**src/rtl/alu_execute_stage.sv**
```systemverilog
// Execute stage for the mini MIPS datapath: valid/ready ALU with registered Result/Zero.
// Define ALU_EXEC_BARREL_SHIFT_EN for single-cycle shifts; otherwise shifts run one bit per cycle.
module alu_execute_stage #(
    parameter int unsigned WIDTH = 16
) (
    input  logic             clk,
    input  logic             rst_n,
    input  logic             in_valid,
    output logic             in_ready,
    input  logic [2:0]       ALUOp,
    input  logic [WIDTH-1:0] OpA,
    input  logic [WIDTH-1:0] OpB,
    output logic             out_valid,
    input  logic             out_ready,
    output logic [WIDTH-1:0] Result,
    output logic             Zero
);
    localparam int unsigned ShW = $clog2(WIDTH);

    localparam logic [2:0] OpAdd = 3'b000;
    localparam logic [2:0] OpSub = 3'b001;
    localparam logic [2:0] OpAnd = 3'b010;
    localparam logic [2:0] OpOr  = 3'b011;
    localparam logic [2:0] OpSlt = 3'b100;
    localparam logic [2:0] OpSll = 3'b101;
    localparam logic [2:0] OpSrl = 3'b110;
    localparam logic [2:0] OpNor = 3'b111;

    logic             accept;
    logic [ShW-1:0]   shamt;
    logic [WIDTH-1:0] alu_res;
    logic             slt_lt;

    logic             out_valid_q, out_valid_d;
    logic [WIDTH-1:0] result_q, result_d;
    logic             zero_q, zero_d;

    assign shamt  = OpB[ShW-1:0];
    assign slt_lt = $signed(OpA) < $signed(OpB);
    assign accept = in_valid && in_ready;

    always_comb begin
        alu_res = '0;
        case (ALUOp)
            OpAdd:   alu_res = OpA + OpB;
            OpSub:   alu_res = OpA - OpB;
            OpAnd:   alu_res = OpA & OpB;
            OpOr:    alu_res = OpA | OpB;
            OpSlt:   alu_res = {{(WIDTH-1){1'b0}}, slt_lt};
`ifdef ALU_EXEC_BARREL_SHIFT_EN
            OpSll:   alu_res = OpA << shamt;
            OpSrl:   alu_res = OpA >> shamt;
`else
            // Only reached for a zero shift amount; nonzero amounts use the iterative path.
            OpSll:   alu_res = OpA;
            OpSrl:   alu_res = OpA;
`endif
            OpNor:   alu_res = ~(OpA | OpB);
            default: alu_res = '0;
        endcase
    end

`ifdef ALU_EXEC_BARREL_SHIFT_EN

    assign in_ready = !out_valid_q || out_ready;

    always_comb begin
        out_valid_d = out_valid_q;
        result_d    = result_q;
        zero_d      = zero_q;
        if (out_valid_q && out_ready) begin
            out_valid_d = 1'b0;
        end
        if (accept) begin
            result_d    = alu_res;
            zero_d      = (alu_res == '0);
            out_valid_d = 1'b1;
        end
    end

    always_ff @(posedge clk or negedge rst_n) begin
        if (!rst_n) begin
            out_valid_q <= 1'b0;
            result_q    <= '0;
            zero_q      <= 1'b0;
        end else begin
            out_valid_q <= out_valid_d;
            result_q    <= result_d;
            zero_q      <= zero_d;
        end
    end

`else

    typedef enum logic {StIdle, StShift} state_e;

    state_e           state_q, state_d;
    logic [WIDTH-1:0] work_q, work_d, work_shifted;
    logic [ShW-1:0]   cnt_q, cnt_d;
    logic             dir_right_q, dir_right_d;
    logic             is_shift;

    assign is_shift     = (ALUOp == OpSll) || (ALUOp == OpSrl);
    assign work_shifted = dir_right_q ? (work_q >> 1) : (work_q << 1);
    assign in_ready     = (state_q == StIdle) && (!out_valid_q || out_ready);

    always_comb begin
        state_d     = state_q;
        work_d      = work_q;
        cnt_d       = cnt_q;
        dir_right_d = dir_right_q;
        out_valid_d = out_valid_q;
        result_d    = result_q;
        zero_d      = zero_q;
        if (out_valid_q && out_ready) begin
            out_valid_d = 1'b0;
        end
        case (state_q)
            StIdle: begin
                if (accept) begin
                    if (is_shift && (shamt != '0)) begin
                        work_d      = OpA;
                        cnt_d       = shamt;
                        dir_right_d = (ALUOp == OpSrl);
                        out_valid_d = 1'b0;
                        state_d     = StShift;
                    end else begin
                        result_d    = alu_res;
                        zero_d      = (alu_res == '0);
                        out_valid_d = 1'b1;
                    end
                end
            end
            StShift: begin
                work_d = work_shifted;
                cnt_d  = cnt_q - 1'b1;
                // Last step publishes the shifted value directly, saving a cycle.
                if (cnt_q == ShW'(1)) begin
                    result_d    = work_shifted;
                    zero_d      = (work_shifted == '0);
                    out_valid_d = 1'b1;
                    state_d     = StIdle;
                end
            end
        endcase
    end

    always_ff @(posedge clk or negedge rst_n) begin
        if (!rst_n) begin
            state_q     <= StIdle;
            work_q      <= '0;
            cnt_q       <= '0;
            dir_right_q <= 1'b0;
            out_valid_q <= 1'b0;
            result_q    <= '0;
            zero_q      <= 1'b0;
        end else begin
            state_q     <= state_d;
            work_q      <= work_d;
            cnt_q       <= cnt_d;
            dir_right_q <= dir_right_d;
            out_valid_q <= out_valid_d;
            result_q    <= result_d;
            zero_q      <= zero_d;
        end
    end

`endif

    assign out_valid = out_valid_q;
    assign Result    = result_q;
    assign Zero      = zero_q;

endmodule

```
**config.mk**
```make
export PLATFORM = sky130hd
export DESIGN_NAME = alu_execute_stage
export DESIGN_NICKNAME = d
export VERILOG_FILES = /design/src/rtl/alu_execute_stage.sv
export SDC_FILE = /design/constraint.sdc
export NUM_CORES = 1
export LEC_CHECK = 0
export ABC_CLOCK_PERIOD_IN_PS = 3100
export BUFFER_PORTS_ARGS = -buffer_cell sky130_fd_sc_hd__buf_2
export CORE_MARGIN = 2
export CORE_UTILIZATION = 29
export CTS_CLUSTER_DIAMETER = 80
export DETAILED_ROUTE_END_ITERATION = 8
export PLACE_DENSITY_LB_ADDON = 0.25
export SYNTH_ARGS = -nofsm -noshare
export SYNTH_HDL_FRONTEND = slang
export SYNTH_SLANG_ARGS = --single-unit
```
**constraint.sdc**
```tcl
create_clock -name clk -period 3.1 [get_ports clk]
set_clock_uncertainty 0.15 [all_clocks]
set_input_delay 0.155 -clock clk [delete_from_list [all_inputs] [get_ports clk]]
set_output_delay 0.155 -clock clk [all_outputs]
set_load 0.02 [all_outputs]
```
* Word-level counts from Yosys, hierarchy flattened
Cells that the tools add are included.
Cells by class: multiplexer cells 25, $lt $le $gt $ge 1, bitwise logic cells 4, reduce and logical (&&, ||, !) cells 15, add/subtract/negate cells 3, equality and inequality tests 12
Operators by type and width (number):
- $pmux 16 s7 | 1
- $mux 16 | 6
- $pmux 16 s2 | 2
- $logic_not 16->1 | 2
- $add 16x16->16 | 1
- $and 16x16->16 | 1
- $lt 16x16->1 | 1
- $not 16->16 | 1
- $or 16x16->16 | 1
- $sub 16x16->16 | 1
- $eq 3x3->1 const B | 4
- $mux 1 | 10
- $mux 4 | 2
- $pmux 4 s2 | 1
- $eq 3x2->1 const B | 2
- $pmux 1 s2 | 3
- $reduce_and 3->1 | 2
- $eq 4x1->1 const B | 1
- $logic_and 1x1->1 | 4
- $ne 2x1->1 const B | 2
- $ne 2x2->1 const B | 2
- $reduce_bool 4->1 | 1
- $sub 4x1->4 const B | 1
- $eq 3x1->1 const B | 1
- 6 further kinds | 7
Storage, ports and cells: output and inout bits 19, input bits 39, bits in registers 40, logic and storage cells 67

* Logic depth before layout (Yosys ltp)
depth after elaboration 7, mapped depth 13

* Worst setup path after synthesis
Ideal clock, no wire load.
kind input -> register, start input OpB[5], end register zero_q, in the netlist Zero, data required time 2.820 ns, stages on the path 12, setup time 0.130 ns, arrival time 2.317 ns, slack 0.502 ns, cell sequence inv_1 -> ha_1 -> buf_4 -> nor2b_1 -> or4_1 -> o22a_2 -> a221oi_4 -> o311ai_2 -> a2111oi_2 -> nor2_1 -> nand4_1 -> o31ai_2
Between the ends: word-level cells in the longest chain between the ends 7, elaborated cells on any way between the ends 11, classes of those cells add/sub: 2; order compare: 1; mux: 4; bitwise: 3; reduce/logical: 1
Ends and longest elaborated chain:
- start: declaration | line 12 | input logic [WIDTH-1:0] OpB,
- parallel branches: the longest is 2 deep, another holds $sub 16x16->16
- $pmux 16 s7 (*) | line 44 | case (ALUOp)
- $logic_not 16->1 (*) | line 129 | zero_d = (alu_res == '0);
- $mux 1 (*) | line 121 | if (is_shift && (shamt != '0)) begin
- $mux 1 (*) | line 120 | if (accept) begin
- $pmux 1 s2 (*) | line 118 | case (state_q)
- end signal: assignment | line 164 | zero_q <= zero_d;
- end: declaration | line 36 | logic zero_q, zero_d;
Every way passes the cells marked *. The select of a mux whose other input is x is not followed. A chain may end at the register's enable or synchronous reset.

* Worst setup path in the final report
start input OpA[0], end register zero_q, in the netlist Zero
Between the ends: word-level cells in the longest chain between the ends 7, elaborated cells on any way between the ends 11, classes of those cells add/sub: 2; order compare: 1; mux: 4; bitwise: 3; reduce/logical: 1
Ends and longest elaborated chain:
- start: declaration | line 11 | input logic [WIDTH-1:0] OpA,
- parallel branches: the longest is 2 deep, another holds $sub 16x16->16
- $pmux 16 s7 (*) | line 44
- $logic_not 16->1 (*) | line 129
- $mux 1 (*) | line 121
- $mux 1 (*) | line 120
- $pmux 1 s2 (*) | line 118
Marked as above.

==> results.md <==
- Min-Delay Path Class: in2reg
- Critical path required time: 3150 ps
- CTS sink cnt: 40
- Drt total wl: 16,600 µm
- Iter 0 DRT Violations: 469
- Worst endpoint data arrival time: 2920 ps
- I/O pins: 58
- Max-cap violation count: 0
- Core footprint: 16,500 µm²
- Reg2reg setup slack: 580 ps
- Synth Warn #: 0
- Synth Flop Type: dfrtp_1
- Pre-CTS WS: -27.5 ps
- Mapped Cells: 618
- Worst-Margin Slew: 1210 ps
- Slowest cell on the critical path: a311oi_1
- Cell area power density: 595 nW/µm²
- Pin count of the biggest net entering global routing: 41
- Crit path max fanout: 4
- DP Cell Count: 912
- Fmax: 349 MHz
- Vias in the first global route: 4,958
- Chip Height: 133 µm
- CTS root buffer: clkbuf_16
- Antenna violations before repair: 0
- Fin area: 5840 µm²
- RSZ-0062 raised after global routing: no
- Top post-synthesis cells by count: 56 x nor2_1, 53 x inv_1, 50 x ha_1
- Clock-pin slew on the worst setup and hold paths: 50 ps
- Hold path startpoint: OpA[13]
- Avg WL per Cell: 18.0 µm
- Vias: 5,049
- FF-to-FF path depth: 11
- Syn nets: 709
- Area of placed instances: 5670 µm²
- Worst-path cell chain: buf_2 -> inv_1 -> ha_1 -> inv_1 -> fa_1 -> nand2b_4 -> a2111oi_2 -> o22a_2 -> o311ai_0 -> a311oi_1 -> buf_4 -> nand4_1 -> nor4_2 -> nand4_1 -> o31ai_2
- Post-synth EDFFs: 0
- Leading post-synthesis cells by cell area: dfrtp_1 21%, ha_1 13%, mux2i_1 4.9%
- Worst setup endpoint: Zero
- Status: complete, no violations
- Clock Path Buffers: 2
- Yosys top cell by area: dfrtp_1
- Vias per std cell: 5.48
- Final HPWL DP: 13,100 µm
- CTS buffer count: 5
- Delay of the slowest critical-path stage: 400 ps
- Post-route ant nets: 0
- Synth Area per Inst: 7.87 µm²
- Post-synth ARST share: 1.00
- Final nets: 792
- Port-buffer cells: 57
- Crit start category: input pin
- Worst relative slew slack: 0.191
- CP Launch Point: OpA[0]
- Worst Setup Path Type: in2reg
- Synth top area share: 0.206
- FF-to-FF Start: cnt_q[1]
- Row count: 47
- Final hold vios: 0
- Setup crit end kind: flip-flop
- Synth cell types: 73
- Leak: 2.68 nW
- DRC Markers: 0
- CTS tree: done
- Final setup viols: 0
- DR pass1 iterations: 5
- #FFs+latches synth: 40
- Sequential area share after synthesis: 0.206
- Ant diodes: 0
- Layout cells sized above 1: 0.225
- H-tree Lvls: 2
- Post-Syn Area: 4860 µm²
- Area delta synth->final: 20.1%
- Clock Latency Late Sink: 290 ps
- Count leader, synth: nor2_1
- Hold Path Cell Cnt: 3
- Die ar.: 17,800 µm²
- Final critical-path required period: 2870 ps
- Peak VDD IR: 382 µV
- Critical R2R Capture: Zero
- CTS resizes: 0
- Initial Util: 0.295
- Tcrit/Tclk final: 0.925
- Die W: 133 µm
- Aggregate global routing overflow: 0
- Global-route wire length before repair: 26,600 µm
- Post-route setup slack: 233 ps
- Max-slew violations: 0
- Setup Buffers After CTS: 0
- Placer congestion estimate: 0.916
- GRT Resource Usage Total: 0.186
- Non-Filler Instances: 922
[through the flow]
step | util | power, mW | TNS [ps] | hold slack (ps)
2_1_floorplan | - | 2.29 | 0 | -291
3_3_place_gp | 0.345 | 2.91 | -16.1 | 180
3_5_place_dp | 0.345 | 2.93 | -27.5 | 184
4_1_cts | 0.355 | 3.47 | 0 | 17.7
5_1_grt | 0.355 | 3.74 | 0 | 35.9
6_report | 0.355 | 3.48 | 0 | 16.2
[how the worst min path moves through the flow]
stage | endpoint | slack [ps]
finish | work_q[13] | 20
global route | out_valid | 40
CTS | out_valid | 20
detailed placement | Result[2] | 180
global placement | out_valid | 180
floorplan | Result[0] | -290
[area by class of cell]
class,instances,area (µm²)
Fill cell,1758,10600
Multi-Input combinational cell,479,3440
Sequential cell,40,1000
Timing Repair Buffer,121,771
Tap cell,220,275
Inverter,54,203
Clock buffer,6,139
Clock inverter,2,10.0
[sequential cells by signal (all words and copies together) (netlist names)]
register	cells
Result	16
state_q	1
work_q	16
Zero	1
out_valid	1
cnt_q	4
dir_right_q	1
[layer usage]
layer  GRT usage  share of wire
met1       0.256           0.46
met5           0              0
met4      0.0420          0.011
met2       0.315           0.47
met3      0.0205          0.060
[layout by cell type, fill, tap and decap left out, drive strengths merged, types with 9 or more instances in the layout]
cell | synthesis | layout
buf | 19 | 119
nor2 | 56 | 56
inv | 54 | 54
ha | 50 | 50
nand2 | 46 | 46
a21oi | 44 | 44
dfrtp | 40 | 40
o21ai | 34 | 34
mux2i | 24 | 24
nand3 | 20 | 20
nor3 | 13 | 13
a221o | 12 | 12
o211ai | 9 | 9
[worst max-delay path: cells and delay by family]
| family | cells | cell delay, ps |
|---|---|---|
| simple gates | 4 | 500 |
| buf+inv | 4 | 460 |
| fa+ha+maj | 2 | 450 |
| compound gates | 5 | 1320 |
[what timing repair did]
item | CTS | global route
setup endpoints to repair | 0 | 0
endpoints found under the hold margin | 41 | 0
hold buffers | 2 | 0
[power breakdown]
part,internal (mW),switching [mW],total (mW)
sequential,0.778,0.202,0.979
clock,0.317,0.207,0.524
combinational,0.784,1.19,1.97
[logic make-up after synthesis]
logic type,count (synthesis),share of synthesized area
flip-flops,40,0.206
multiplexers,32,0.0679
buffers and inverters,99,0.0865
XOR/XNOR,14,0.0252
adder cells (fa/ha/maj),52,0.137
AND/OR/NAND/NOR,190,0.191
AO/OA/AOI/OAI,191,0.286
Note: power is estimated with default switching activity, not from simulation.
